## src/rtl/fs_pwm_multi.sv

```systemverilog
// fs_pwm_multi: multi-channel PWM with a shared period counter and clock scaler.
// Build macro PWM_CENTER_EN selects centre-aligned up/down counting.
module fs_pwm_multi #(
  parameter int CH          = 4,
  parameter int DW          = 5,
  parameter int STEPS       = 20,
  parameter int CLK_DIV     = 5000,
  parameter int CLKOUT_HALF = 25
) (
  input  logic             clk_50MHz,
  input  logic             rst_n,
  input  logic             en,
  input  logic             duty_wr,
  input  logic [CH*DW-1:0] duty_in,
  output logic             duty_pend,
  output logic [CH-1:0]    pwm_out,
  output logic             period_start,
  output logic             clk_frame,
  output logic             clk_scaled
);

  localparam int PW = (CLK_DIV > 1) ? $clog2(CLK_DIV) : 1;
  localparam int SW = (STEPS > 1) ? $clog2(STEPS) : 1;
  localparam int HW = (CLKOUT_HALF > 1) ? $clog2(CLKOUT_HALF) : 1;

  localparam logic [PW-1:0] PRE_MAX  = PW'(CLK_DIV - 1);
  localparam logic [SW-1:0] STEP_MAX = SW'(STEPS - 1);
  localparam logic [HW-1:0] HALF_MAX = HW'(CLKOUT_HALF - 1);

  logic [PW-1:0]    pre;
  logic [PW-1:0]    pre_nx;
  logic [SW-1:0]    step;
  logic [SW-1:0]    step_nx;
  logic [HW-1:0]    half_cnt;
  logic             en_q;
  logic             en_rise;
  logic             tick;
  logic             bnd;
  logic             xfer;
  logic             frame_nx;
  logic [CH*DW-1:0] shadow;
  logic [CH*DW-1:0] active;
  logic [CH*DW-1:0] active_nx;
  logic [CH-1:0]    pwm_nx;

  // A restart holds pre at 0 so the new period begins cleanly next cycle.
  assign en_rise = en & ~en_q;
  assign tick    = en & (pre == PRE_MAX);
  assign xfer    = bnd | en_rise;

  // Prescaler next value: cleared while idle or restarting, else wraps.
  always_comb begin
    pre_nx = pre + 1'b1;
    if (!en || en_rise || pre == PRE_MAX) pre_nx = '0;
  end

`ifdef PWM_CENTER_EN
  logic dn;
  logic dn_nx;

  assign bnd = tick & dn & (step == '0);

  // Up/down step sequencing; each end value is held for two ticks.
  always_comb begin
    step_nx = step;
    dn_nx   = dn;
    unique case (1'b1)
      !en || en_rise: begin
        step_nx = '0;
        dn_nx   = 1'b0;
      end
      tick && !dn && step == STEP_MAX:
        dn_nx = 1'b1;
      tick && !dn && step != STEP_MAX:
        step_nx = step + 1'b1;
      tick && dn && step == '0:
        dn_nx = 1'b0;
      tick && dn && step != '0:
        step_nx = step - 1'b1;
      default: ;
    endcase
  end

  // Direction register.
  always_ff @(posedge clk_50MHz or negedge rst_n) begin
    if (!rst_n) dn <= 1'b0;
    else        dn <= dn_nx;
  end

  assign frame_nx = en & ~dn_nx;
`else
  localparam logic [SW-1:0] STEP_HALF = SW'(STEPS / 2);

  assign bnd = tick & (step == STEP_MAX);

  // Edge-aligned step sequencing.
  always_comb begin
    step_nx = step;
    unique case (1'b1)
      !en || en_rise || bnd: step_nx = '0;
      tick && !bnd:          step_nx = step + 1'b1;
      default: ;
    endcase
  end

  assign frame_nx = en & (step_nx < STEP_HALF);
`endif

  // Transfer uses the shadow as it stood before any same-cycle write.
  assign active_nx = (xfer && duty_pend) ? shadow : active;

  // Compare against the upcoming step so pwm edges line up with steps.
  always_comb begin
    pwm_nx = '0;
    for (int k = 0; k < CH; k++)
      pwm_nx[k] = en &&
        (32'(step_nx) < 32'(active_nx[k*DW +: DW]));
  end

  // Counters, duty buffers and registered outputs.
  always_ff @(posedge clk_50MHz or negedge rst_n) begin
    if (!rst_n) begin
      pre          <= '0;
      step         <= '0;
      en_q         <= 1'b0;
      shadow       <= '0;
      active       <= '0;
      duty_pend    <= 1'b0;
      pwm_out      <= '0;
      period_start <= 1'b0;
      clk_frame    <= 1'b0;
    end else begin
      pre          <= pre_nx;
      step         <= step_nx;
      en_q         <= en;
      active       <= active_nx;
      if (duty_wr) shadow <= duty_in;
      duty_pend    <= duty_wr | (duty_pend & ~xfer);
      pwm_out      <= pwm_nx;
      period_start <= xfer;
      clk_frame    <= frame_nx;
    end
  end

  // Free-running scaled clock, independent of en.
  always_ff @(posedge clk_50MHz or negedge rst_n) begin
    if (!rst_n) begin
      half_cnt   <= '0;
      clk_scaled <= 1'b0;
    end else if (half_cnt == HALF_MAX) begin
      half_cnt   <= '0;
      clk_scaled <= ~clk_scaled;
    end else begin
      half_cnt <= half_cnt + 1'b1;
    end
  end

endmodule
```

## config.mk

```make
export PLATFORM = sky130hd
export DESIGN_NAME = fs_pwm_multi
export DESIGN_NICKNAME = d
export VERILOG_FILES = /design/src/rtl/fs_pwm_multi.sv
export SDC_FILE = /design/constraint.sdc
export NUM_CORES = 1
export LEC_CHECK = 0
export BUFFER_PORTS_ARGS = -buffer_cell sky130_fd_sc_hd__buf_4
export CORE_UTILIZATION = 42
export DETAILED_ROUTE_END_ITERATION = 16
export PLACE_DENSITY = 0.64
export SETUP_SLACK_MARGIN = 0.3
export SLEW_MARGIN = 15
export SYNTH_ARGS = -nofsm -noshare
export SYNTH_HDL_FRONTEND = slang
export SYNTH_SLANG_ARGS = --single-unit
```

## constraint.sdc

```tcl
create_clock -name clk_50MHz -period 2.35 [get_ports clk_50MHz]
set_input_delay 0.1175 -clock clk_50MHz [delete_from_list [all_inputs] [get_ports clk_50MHz]]
set_output_delay 0.1175 -clock clk_50MHz [all_outputs]
set_load 0.02 [all_outputs]
```

Word level (Yosys, flattened, before mapping). Cells that the tools add are included. W data, S select, Z words.

Reduce and logical (&&, ||, !) cells: 11. Multiplexer cells: 4. Eq/ne operators: 3. Magnitude comparators: 5. Bitwise gates (word level): 10. Add/subtract/negate cells: 3.

Operator list (number): $lt A5 B5 Y1 (4); $mux W20 (1); $add A13 B1 Y13 const B (1); $eq A13 B13 Y1 const B (1); $mux W13 (1); $add A5 B1 Y5 const B (2); $eq A5 B5 Y1 const B (2); $pmux W5 S2 (1); $logic_and A1 B1 Y1 (6); $and A1 B1 Y1 (5); $lt A5 B4 Y1 const B (1); $mux W5 (1); $logic_or A1 B1 Y1 (3); $not A1 Y1 (3); $logic_not A1 Y1 (2); $or A1 B1 Y1 (2).

Output and inout port bits: 8. Input bits: 24. Register bits after elaboration: 72. Logic and storage cells: 47.

Longest topological paths before layout. Gate-level depths: netlist of run 1.

Depth after elaboration: 8. Depth in mapped cells: 13. Mapped depth without buffers: 12.

Worst setup path before layout of run 1. No wires, ideal clock.

Path type: reg-to-reg. Start point: reg step[0]. End point: reg pwm_out[2]. Stages on the path, launching flop included: 14. Slack: -0.189 ns. Required time: 2.273 ns. Period minus slack after synthesis: 2.539 ns. Arrival: 2.461 ns. Setup time: 0.077 ns. Buffers on the path: 1. Cell sequence: dfrtp_1 -> ha_1 -> and4bb_1 -> a41oi_4 -> nor2_4 -> nand2_2 -> buf_4 -> mux2i_1 -> ha_1 -> a21oi_1 -> nor2b_1 -> o21ai_0 -> nand3b_1 -> a21oi_1.

Word-level cells in the longest chain between the ends: 7. Elaborated cells between the ends (all ways): 12. Classes of those cells: add/sub (1); order compare (1); eq/ne (1); mux (2); bitwise (2); reduce/logical (5).

Ends and longest elaborated chain: from (decl) (RTL line 32) `logic [SW-1:0] step;`; from (signal assigned) (RTL line 134) `step <= step_nx;`; $eq A5 B5 Y1 (RTL line 94) `assign bnd = tick & (step == STEP_MAX);`; $and A1 B1 Y1 (RTL line 94); $or A1 B1 Y1 (RTL line 49) `assign xfer = bnd | en_rise;`; named net xfer (RTL line 39) `logic xfer;`; $logic_and A1 B1 Y1 (RTL line 110) `assign active_nx = (xfer && duty_pend) ? shadow : active;`; $mux W20 (RTL line 110); $lt A5 B5 Y1 (RTL line 117) `(32'(step_nx) < 32'(active_nx[k*DW +: DW]));`; $logic_and A1 B1 Y1 (RTL line 116) `pwm_nx[k] = en &&`; named net pwm_nx[2] (RTL line 44) `logic [CH-1:0] pwm_nx;`; to (signal assigned) (RTL line 139) `pwm_out <= pwm_nx;`; to (decl) (RTL line 16) `output logic [CH-1:0] pwm_out,`.

The timed path passes the listed nets, and every way through them passes these cells. A chain may end at the register's enable or synchronous reset.

Worst setup path in the final report of run 1.
Start point: reg pre[10]. End point: reg pwm_out[0].

Word-level cells in the longest chain between the ends: 8. Elaborated cells between the ends (all ways): 12. Classes of those cells: order compare (1); eq/ne (1); mux (2); bitwise (3); reduce/logical (5).

Ends and longest elaborated chain: from (decl) (RTL line 30) `logic [PW-1:0] pre;`; from (signal assigned) (RTL line 133) `pre <= pre_nx;`; $eq A13 B13 Y1 (RTL line 48) `assign tick = en & (pre == PRE_MAX);`; $and A1 B1 Y1 (RTL line 48); $and A1 B1 Y1 (RTL line 94); $or A1 B1 Y1 (RTL line 49); named net xfer (RTL line 39); $logic_and A1 B1 Y1 (RTL line 110); $mux W20 (RTL line 110); $lt A5 B5 Y1 (RTL line 117); $logic_and A1 B1 Y1 (RTL line 116); named net pwm_nx[0] (RTL line 44).

The timed path passes the listed nets, and every way through them passes these cells.

==> results.sh, run 1 <==
export IMPL_first_iter_violations=85
export IMPL_tightest_slew_ps=905.6
export IMPL_fin_ws_ps=-135.6
export IMPL_grt_pass1_vias=2723
export IMPL_n_antenna_cell=0
export IMPL_regToRegSetupSlack_ps=-140
export IMPL_r2r_start="pre[10]"
export IMPL_ys_seq_elements=72
export IMPL_dieArea_sq_mm=0.009097
export IMPL_run_status="complete, but fails checks"
export IMPL_hold_class="in2reg"
export IMPL_p_leak_nw=2.296
export IMPL_grt_max_degree=73
export IMPL_path_class="reg2reg"
export IMPL_synth_cell_types=39
export IMPL_synthToLayoutAreaGrowth_pct=35.26
export IMPL_synth_xor_area_share_pct=3.587
export IMPL_synthesis_nets=350
export IMPL_num_vias=2730
export IMPL_grt_overflow=0
export IMPL_core_area_sq_mm=0.008341
export IMPL_synth_top_cell_by_area="dfrtp_1"
export IMPL_crit_end="pwm_out[0]"
export IMPL_power_mw=2.915
export IMPL_worstPathRequired_ps=2620
export IMPL_gp_routability_congestion=0.8425
export IMPL_die_y_microns=95.38
export IMPL_cts_root_buf="clkbuf_8"
export IMPL_finalHoldViolations=0
export IMPL_critPathArrivalTime_ps=2750
export IMPL_final_util_pct=59.39
export IMPL_track_usage_pct=18.48
export IMPL_hpwl_microns=4888
export IMPL_fin_hold_ws_ps=14.18
export IMPL_ant_nets=0
export IMPL_muxShareOfSynthArea_pct=17.42
export IMPL_wl_microns=7641
export IMPL_cts_buffers=9
export IMPL_io_pins=32
export IMPL_report_final_slew_viol_count=0
export IMPL_die_x_microns=95.38
export IMPL_rsz0062_at_grt="yes"
export IMPL_antenna_found_initial=0
export IMPL_nets=455
export IMPL_startpoint="pre[10]"
export IMPL_grt_pass1_wl_microns=12630
export IMPL_rr_worst_depth=12
export IMPL_final_cell_mix="dfrtp_1 (72), buf_4 (68), nand2_1 (22), mux2_2 (22), dlygate4sd3_1 (20)"
export IMPL_synthTopCellsByArea="dfrtp_1 (49%), ha_1 (6.8%), mux2_2 (6.8%)"
export IMPL_netlist_area_leader_share_pct=49.20
export IMPL_finalSetupViolCount=4
export IMPL_synthCells=306
export IMPL_maxSlewHeadroom_pct=39.62
export IMPL_synthAdderAreaFrac_pct=6.833
export IMPL_end_kind="flip-flop"
export IMPL_synth_compound_area_share_pct=7.140
export IMPL_yosysSeqAreaShare_pct=49.20
export IMPL_synth_top_family_by_area="multiplexers"
export IMPL_clockBufferDepth=2
export IMPL_synth_simple_area_share_pct=13.39
export IMPL_yosys_warnings=0
export IMPL_fin_skew_ps=11.29
export IMPL_cts_tree="done"
export IMPL_fillCellCount=712
export IMPL_clock_latency_ps=350
export IMPL_via_per_inst=5.260
export IMPL_violations="setup timing"
export IMPL_max_cap_violations=0
export IMPL_ir_drop_v=0.0005029
export IMPL_period_minus_slack_ps=2486
export IMPL_syn_cell_area_sq_mm=0.003662
export IMPL_clkSlewWorstSetupHoldPaths_ps=70
export IMPL_start_kind="flip-flop"
export IMPL_route_detailed_drc=0
export IMPL_dr_pass1_iters=4
export IMPL_fp_row_count=33
export IMPL_power_density_mw_per_mm2=588.5
export IMPL_start_util_pct=43.91
export IMPL_cts_sinks=72
export IMPL_wl_per_cell_microns=14.72
export IMPL_layout_drive_gt1_share_pct=39.13
export IMPL_fin_crit_sh_pct=105.8
export IMPL_layout_commonest_cell="dfrtp_1"
export IMPL_io_buffers=31
export IMPL_cts_max_level=3
export IMPL_fin_setup_tns_ps=-368.5
export IMPL_cp_max_fo=8
export IMPL_avgSynthCellArea_sq_um=11.97
export IMPL_reg2reg_to="pwm_out[0]"
export IMPL_fmax_ghz=0.4023
==> routing by layer <==
| metal | up-vias | GRT usage, % | wire (microns) |
|---|---|---|---|
| li1 | 1309 | - | - |
| met1 | 1367 | 21.59 | 3237 |
| met2 | 44 | 32.26 | 4063 |
| met3 | 10 | 4.864 | 240 |
| met4 | 0 | 7.214 | 100 |
| met5 | - | 0 | 0 |
==> worst min-delay path by stage <==
stage	startpoint	to	slack, ps	cells past startpoint
floorplan	rst_n	active[0]	-180	0
global placement	rst_n	clk_frame	310	1
detailed placement	rst_n	clk_frame	320	1
CTS	duty_in[5]	shadow[5]	0.9	2
global route	duty_in[5]	shadow[5]	1	2
finish	duty_in[5]	shadow[5]	10	2
==> cell usage after synthesis <==
master and n:
dfrtp_1 72, nand2_1 23, mux2_2 22, nor2_1 21, ha_1 20, mux2i_1 18, o21ai_0 15, mux2_4 14
a21oi_1 12, nand3_1 11, xor2_1 9, inv_1 8, and4_1 7, xnor2_1 6, clkbuf_1 5, nand3b_1 4
nand4_1 4, nor2b_1 4, o221ai_1 4, and2_1 3, a31oi_1 2, buf_2 2, buf_6 2, nor4b_4 2
or3_1 2, a2111oi_0 1, a211oi_1 1, a22o_1 1, a31o_2 1, a32o_1 1, a41oi_4 1, and4bb_1 1
buf_4 1, nand2_2 1, nand2b_1 1, nor2_4 1, nor3_1 1, nor4b_1 1, o211ai_1 1
==> metrics by stage <==
step                      setup WS, ps  std cells  area, sq um
final                           -135.6        519         4954
after floorplan                  12.73        306         3689
after detailed placement        -238.7        466         4238
after global routing            -239.2        519         4954
after CTS                       -137.0        507         4738
after global placement          -162.2        466         4238
==> sequential cells by signal (all words and copies together), names as in the netlist <==
register	flops
active	20
clk_frame	1
clk_scaled	1
duty_pend	1
en_q	1
half_cnt	5
period_start	1
pre	13
pwm_out	4
shadow	20
step	5
==> cell type report <==
cell class / instances / area [sq um] / area share, %
multi-input cells: 217 / 1917 / 38.70
well taps: 105 / 131.4 / 2.652
repair buffers: 103 / 888.4 / 17.93
clock inverters: 3 / 43.79 / 0.8841
clock buffers: 11 / 141.4 / 2.854
inverters: 8 / 30.03 / 0.6062
flip-flops and latches: 72 / 1802 / 36.37
==> cells by family after synthesis <==
group,Yosys count
AO/OA/AOI/OAI,40
flip-flops,72
adder cells (fa/ha/maj),20
XOR/XNOR,15
AND/OR/NAND/NOR,87
buffers and inverters,18
multiplexers,54
==> power breakdown <==
group	switching, mW	leakage (nW)	internal, mW
clock	0.438	0.0952	0.508
sequential	0.0816	0.880	1.36
combinational	0.214	1.32	0.311
==> what timing repair did <==
item / CTS / global route
pin swaps: 3 / 4
endpoints found under the setup margin: 4 / 21
hold buffers: 20 / 0
setup buffers: 6 / 12
cloned: 1 / 0
endpoints found under the hold margin: 91 / 0
gates resized for setup: 15 / 23
==> critical path: stages (launching register included) <==
cell and delay [ps]:
dfrtp_1 410, nor4b_4 270, buf_4 180, a41oi_4 140
nor2_4 230, nand2_8 140, buf_6 160, mux2i_1 120
ha_1 300, nor2b_1 130, o21ai_1 110, nand3b_1 80
a21oi_1 130
Power figures use the tool's default switching activity.
==> run 2, diff against run 1 <==
--- a/config.mk
+++ b/config.mk
@@ -5,11 +5,13 @@
 export SDC_FILE = /design/constraint.sdc
 export NUM_CORES = 1
 export LEC_CHECK = 0
+export ABC_AREA = 1
 export BUFFER_PORTS_ARGS = -buffer_cell sky130_fd_sc_hd__buf_4
 export CORE_UTILIZATION = 42
 export DETAILED_ROUTE_END_ITERATION = 16
 export PLACE_DENSITY = 0.64
 export SETUP_SLACK_MARGIN = 0.3
+export SKIP_CTS_REPAIR_TIMING = 1
 export SLEW_MARGIN = 15
 export SYNTH_ARGS = -nofsm -noshare
 export SYNTH_HDL_FRONTEND = slang
==> run 2 against run 1 <==
  * The flow finishes with violations (hold timing)
  * Sequential power fell by 3%
  * Synthesized cell count rose by 28%
  * Hold slack got worse by 21 ps
  * Clock-buffer cell count rose by 1
  * Critical path type unchanged
  * Critical endpoint unchanged
  * Largest cell class is now registers
  * Highest routed layer is now met3
==> results.sh, run 2 <==
export IMPL_dieArea_sq_mm=0.008896
export IMPL_rr_worst_depth=15
export IMPL_core_area_sq_mm=0.008217
export IMPL_wl_microns=7248
export IMPL_start_kind="flip-flop"
export IMPL_synthCells=391
export IMPL_period_minus_slack_ps=2304
export IMPL_cts_sinks=72
export IMPL_worstPathRequired_ps=2620
export IMPL_violations="hold timing"
export IMPL_grt_pass1_vias=2496
export IMPL_io_pins=32
export IMPL_finalSetupViolCount=0
export IMPL_wl_per_cell_microns=12.63
export IMPL_fin_crit_sh_pct=98.04
export IMPL_cp_max_fo=6
export IMPL_critPathArrivalTime_ps=2570
export IMPL_report_final_slew_viol_count=0
export IMPL_synth_xor_area_share_pct=0.9787
export IMPL_ir_drop_v=0.0004071
export IMPL_cts_max_level=3
export IMPL_ant_nets=0
export IMPL_hold_class="in2reg"
export IMPL_grt_pass1_wl_microns=11450
export IMPL_num_vias=2717
export IMPL_synth_simple_area_share_pct=19.47
export IMPL_die_y_microns=94.32
export IMPL_yosysMostFrequentCell="dfrtp_1"
export IMPL_path_class="reg2reg"
export IMPL_synth_top_cell_by_area="dfrtp_1"
export IMPL_layout_commonest_cell="dfrtp_1"
export IMPL_nets=509
export IMPL_cts_tree="done"
export IMPL_fp_row_count=33
export IMPL_yosysSeqAreaShare_pct=50.33
export IMPL_synthesis_nets=435
export IMPL_first_iter_violations=88
export IMPL_dr_pass1_iters=5
export IMPL_synthToLayoutAreaGrowth_pct=29.01
export IMPL_clockBufferDepth=2
export IMPL_async_reset_ff_share_pct=100.0
export IMPL_synthTopCellsByArea="dfrtp_1 (50%), nand2_1 (7.0%), ha_1 (7.0%)"
export IMPL_start_util_pct=43.57
export IMPL_route_detailed_drc=0
export IMPL_run_status="complete, but fails checks"
export IMPL_fin_hold_ws_ps=-7.233
export IMPL_fmax_ghz=0.4340
export IMPL_layout_drive_gt1_share_pct=31.13
export IMPL_syn_cell_area_sq_mm=0.003580
export IMPL_synthTopCellsByCount="dfrtp_1 (72), nand2_1 (67), inv_1 (54)"
export IMPL_final_util_pct=56.21
export IMPL_end_kind="flip-flop"
export IMPL_netlist_area_leader_share_pct=50.33
export IMPL_tightest_slew_ps=903.7
export IMPL_rsz0062_at_grt="yes"
export IMPL_p_leak_nw=2.341
export IMPL_io_buffers=31
export IMPL_cts_root_buf="clkbuf_8"
export IMPL_gp_routability_congestion=0.8343
export IMPL_avgSynthCellArea_sq_um=9.155
export IMPL_synth_top_family_by_area="simple AND/OR/NAND/NOR gates"
export IMPL_hold_end="shadow[5]"
export IMPL_power_density_mw_per_mm2=605.7
export IMPL_n_antenna_cell=0
export IMPL_yosys_warnings=0
export IMPL_hpwl_microns=4711
export IMPL_synth_flop_cell="dfrtp_1"
export IMPL_antenna_found_initial=0
export IMPL_reg2reg_to="pwm_out[0]"
export IMPL_synth_compound_area_share_pct=9.158
export IMPL_max_cap_violations=0
export IMPL_synthAdderAreaFrac_pct=6.991
export IMPL_track_usage_pct=17.12
export IMPL_finalHoldViolations=1
export IMPL_fillCellCount=759
export IMPL_fin_skew_ps=9.257
export IMPL_whs_path_depth=3
export IMPL_muxShareOfSynthArea_pct=3.775
export IMPL_r2r_start="pre[1]"
export IMPL_synth_cell_types=33
export IMPL_cts_buffers=9
export IMPL_clkSlewWorstSetupHoldPaths_ps=80
export IMPL_top_regs="active: 20 flops, shadow: 20 flops, pre: 13 flops"
export IMPL_regToRegSetupSlack_ps=50
export IMPL_fin_setup_tns_ps=0
export IMPL_maxSlewHeadroom_pct=39.76
export IMPL_grt_overflow=0
export IMPL_grt_max_degree=73
export IMPL_synth_edf_count=0
export IMPL_die_x_microns=94.32
export IMPL_final_cell_mix="dfrtp_1 (71), nand2_1 (58), inv_1 (53)"
export IMPL_clock_latency_ps=350
export IMPL_hold_start="duty_in[5]"
export IMPL_via_per_inst=4.733
export IMPL_ys_seq_elements=72
==> run 2: changes by cell type after synthesis, moves of 6 or more <==
cell	delta
inv_1	+46
nand3_1	+15
o21ai_2	+16
and4_1	-7
mux2_2	-10
mux2_4	-14
nor3_1	+7
mux2i_1	-18
nand2_1	+44
xor2_1	-6
inv_2	+20
==> run 2: power by group <==
part           switching [mW]  internal, mW
clock                   0.452         0.432
combinational           0.281         0.235
sequential             0.0497          1.35
==> run 2: kinds of logic after synthesis <==
logic type                 after synthesis
AOI/OAI and AO/OA                       50
xor gates and xnor gates                 4
adders and majority gates               20
buffers and inverters                   82
DFF                                     72
muxes                                   12
and+or+nand+nor                        151
==> run 2: area by class of cell <==
cell class	count	area, sq um	share of cell area (%)
inverter	74	280.3	6.069
multi-input combinational	237	1603	34.71
timing repair buffer	71	628.1	13.60
tap	105	131.4	2.845
clock inverter	3	17.52	0.3793
sequential	72	1803	39.04
clock buffer	12	155.1	3.360
==> run 2: worst max-delay path by stage <==
stage / start / endpoint / slack, ps / depth (start not counted)
final: pre[1] / pwm_out[0] / 50 / 15
after CTS: pre[0] / pwm_out[1] / -6 / 14
after global routing: pre[1] / pwm_out[0] / -80 / 15
after detailed placement: pre[0] / pwm_out[2] / 6 / 14
after floorplan: pre[0] / pwm_out[2] / 220 / 15
after global placement: pre[0] / pwm_out[1] / 50 / 12
==> run 2: critical path: stages (launching register included) <==
cell and delay [ps]:
dfrtp_1 410, ha_4 180, nand2_4 60, inv_4 70, nand2_4 40, nor2_4 80
nand3_2 100, nand2_4 100, nand3_4 120, buf_12 180, nand2_4 50, o21ai_2 60
ha_1 340, a211oi_2 220, nand3_1 90, a21oi_1 120
==> run 2: layer usage <==
layer  vias to the layer above  track usage [%]  routed length, microns
met5                         -                0                       0
met4                         0            6.538                       0
met3                         0            4.531                     234
met2                        39            27.78                    3610
met1                      1279            21.81                    3403
li1                       1399                -                       -
==> run 2: per-stage QoR <==
stage | worst slack, ps | power [mW] | instances | cell area (sq um) | hold WS, ps
global route | -78.23 | 2.961 | 574 | 4618 | 4.975
CTS | -5.906 | 2.757 | 542 | 4169 | -60.74
detailed placement | 6.491 | 1.857 | 527 | 3996 | 318.1
floorplan | 218.5 | 1.714 | 391 | 3615 | -178.1
global placement | 47.27 | 1.845 | 527 | 3996 | 305.9
finish | 45.99 | 2.797 | 574 | 4618 | -7.233
==> run 3, diff against run 2 <==
--- a/config.mk
+++ b/config.mk
@@ -5,10 +5,10 @@
 export SDC_FILE = /design/constraint.sdc
 export NUM_CORES = 1
 export LEC_CHECK = 0
-export ABC_AREA = 1
 export BUFFER_PORTS_ARGS = -buffer_cell sky130_fd_sc_hd__buf_4
 export CORE_UTILIZATION = 42
 export DETAILED_ROUTE_END_ITERATION = 16
+export GPL_TIMING_DRIVEN = 0
 export PLACE_DENSITY = 0.64
 export SETUP_SLACK_MARGIN = 0.3
 export SKIP_CTS_REPAIR_TIMING = 1
==> run 3 against run 2 <==
  * The flow finishes with violations (setup timing)
  * Clock power up 21%
  * Hold slack better by 12 ps
  * Setup slack worse by 380 ps
  * Core utilization up 1.5 points
  * Critical endpoint is now pwm_out[2]
==> results.sh, run 3 (synthesized netlist as in run 1, its figures left out) <==
export IMPL_fin_skew_ps=7.659
export IMPL_p_leak_nw=2.175
export IMPL_cpMostUsedCell="buf_4"
export IMPL_wl_per_cell_microns=15.64
export IMPL_power_density_mw_per_mm2=629.8
export IMPL_cpPeakStageDelay_ps=420
export IMPL_tightest_slew_ps=909.0
export IMPL_start_kind="flip-flop"
export IMPL_fmax_ghz=0.3730
export IMPL_crit_family="simple AND/OR/NAND/NOR gates"
export IMPL_dr_pass1_iters=4
export IMPL_cts_sinks=72
export IMPL_antenna_found_initial=0
export IMPL_fin_hold_ws_ps=4.427
export IMPL_ant_nets=0
export IMPL_grt_overflow=0
export IMPL_grt_max_degree=73
export IMPL_path_cells="nor4b_4 -> buf_4 -> buf_4 -> a31o_4 -> nand2_4 -> xor2_2 -> nor2_4 -> buf_4 -> ha_4 -> a21oi_2 -> nor2b_1 -> o21ai_1 -> nand3b_1 -> a21oi_2"
export IMPL_final_cells=493
export IMPL_violations="setup timing"
export IMPL_nets=427
export IMPL_worstPathRequired_ps=2620
export IMPL_max_cap_violations=0
export IMPL_fillCellCount=718
export IMPL_crit_end="pwm_out[2]"
export IMPL_cp_num_buf_inv=3
export IMPL_wl_microns=7710
export IMPL_worstSetupPathDepth=14
export IMPL_fin_ws_ps=-331.1
export IMPL_rsz0062_at_grt="yes"
export IMPL_cts_tree="done"
export IMPL_fp_row_count=33
export IMPL_finalSetupViolCount=4
export IMPL_power_mw=3.030
export IMPL_hpwl_microns=4844
export IMPL_route_detailed_drc=0
export IMPL_clkSlewWorstSetupHoldPaths_ps=80
export IMPL_maxSlewHeadroom_pct=39.40
export IMPL_p_seq_share_pct=47.6
export IMPL_first_iter_violations=90
export IMPL_startpoint="pre[11]"
export IMPL_hold_class="in2reg"
export IMPL_regToRegSetupSlack_ps=-330
export IMPL_report_final_slew_viol_count=0
export IMPL_start_util_pct=43.91
export IMPL_cts_buffers=9
export IMPL_end_kind="flip-flop"
export IMPL_pwr_share_clk_pct=35.3
export IMPL_cts_root_buf="clkbuf_8"
export IMPL_r2r_start="pre[11]"
export IMPL_gp_routability_congestion=0.7861
export IMPL_top_regs="active: 20 flops, shadow: 20 flops, pre: 13 flops"
export IMPL_path_class="reg2reg"
export IMPL_final_cell_mix="dfrtp_1 (68), buf_4 (51), mux2_2 (22)"
export IMPL_rr_worst_depth=14
export IMPL_finalHoldViolations=0
export IMPL_track_usage_pct=17.40
export IMPL_synthToLayoutAreaGrowth_pct=31.36
export IMPL_clockBufferDepth=2
export IMPL_power_frac_comb_pct=17.1
export IMPL_io_pins=32
export IMPL_cts_max_level=3
export IMPL_run_status="complete, but fails checks"
export IMPL_p_int_mw=2.258
export IMPL_num_vias=2570
export IMPL_die_x_microns=95.38
export IMPL_dieArea_sq_mm=0.009097
export IMPL_io_buffers=31
export IMPL_grt_pass1_wl_microns=11920
export IMPL_layout_drive_gt1_share_pct=38.66
export IMPL_critPathArrivalTime_ps=2950
export IMPL_period_minus_slack_ps=2681
export IMPL_die_y_microns=95.38
export IMPL_cp_slowest_cell="dfrtp_1"
export IMPL_core_area_sq_mm=0.008341
export IMPL_dpl_cell_count=442
export IMPL_layout_commonest_cell="dfrtp_1"
export IMPL_place_ws_ps=-607.4
export IMPL_sw_frac_of_total_pct=25.48
export IMPL_cp_max_fo=5
export IMPL_clock_latency_ps=340
export IMPL_via_per_inst=5.213
export IMPL_fin_crit_sh_pct=114.1
export IMPL_ir_drop_v=0.0003402
export IMPL_switchingPower_uw=771.9
export IMPL_n_antenna_cell=0
export IMPL_grt_pass1_vias=2516
export IMPL_reg2reg_to="pwm_out[2]"
## run 3: changes by cell type in the layout (fill, tap and decap cells not counted), sizes merged, moves of 13 or more
cell,previous run,this run
mux2,12,36
mux2i,0,18
inv,74,8
nand2,71,24
o21ai,28,15
nand3,28,11
## run 3: area by class of cell
type / count / area, sq um / share of cell area [%]
repair buffers: 66 / 554.3 / 11.52
multi-input cells: 216 / 1981 / 41.17
plain buffers: 10 / 96.34 / 2.003
clock buffers: 10 / 127.6 / 2.653
flip-flops and latches: 72 / 1807 / 37.56
clock inverters: 6 / 83.83 / 1.743
inverters: 8 / 30.03 / 0.6242
well taps: 105 / 131.4 / 2.731
## run 3: worst register-to-register path, stage by stage (launching register included)
cell and delay [ps]:
dfrtp_1 420, nor4b_4 320, buf_4 180, buf_4 110, a31o_4 180, nand2_4 60
xor2_2 160, nor2_4 220, buf_4 160, ha_4 190, a21oi_2 150, nor2b_1 60
o21ai_1 160, nand3b_1 100, a21oi_2 140
## run 3: worst min path at each step
stage / slack, ps / to / from / depth (start not counted)
after floorplan: -180 / active[0] / rst_n / 0
after global placement: 280 / en_q / en / 1
after CTS: -80 / en_q / en / 1
after detailed placement: 280 / en_q / en / 1
final: 4 / shadow[9] / duty_in[9] / 2
after global routing: 2 / shadow[9] / duty_in[9] / 2
## run 3: per-stage QoR
stage / utilization, % / area, sq um / TNS, ps
global route: 57.68 / 4811 / -1501
finish: 57.68 / 4811 / -1034
detailed placement: 48.59 / 4053 / -2349
CTS: 51.13 / 4264 / -2463
global placement: 48.59 / 4053 / -2058
floorplan: - / 3689 / 0
## run 3: power groups by stage
stage | combinational [mW] | clock [mW] | sequential, mW
2_1_floorplan | 0.298 | 0 | 1.45
3_3_place_gp | 0.423 | 0 | 1.45
3_5_place_dp | 0.437 | 0 | 1.46
4_1_cts | 0.440 | 1.10 | 1.44
5_1_grt | 0.571 | 1.14 | 1.46
6_report | 0.519 | 1.07 | 1.44
## run 3: per-layer routing
layer  up-vias  routed length [microns]  GRT usage, %
met5         -                        0             0
met3        11                      166         3.270
met2        34                     3910         27.86
met1      1280                     3509         22.71
li1       1245                        -             -
met4         0                      124         8.333
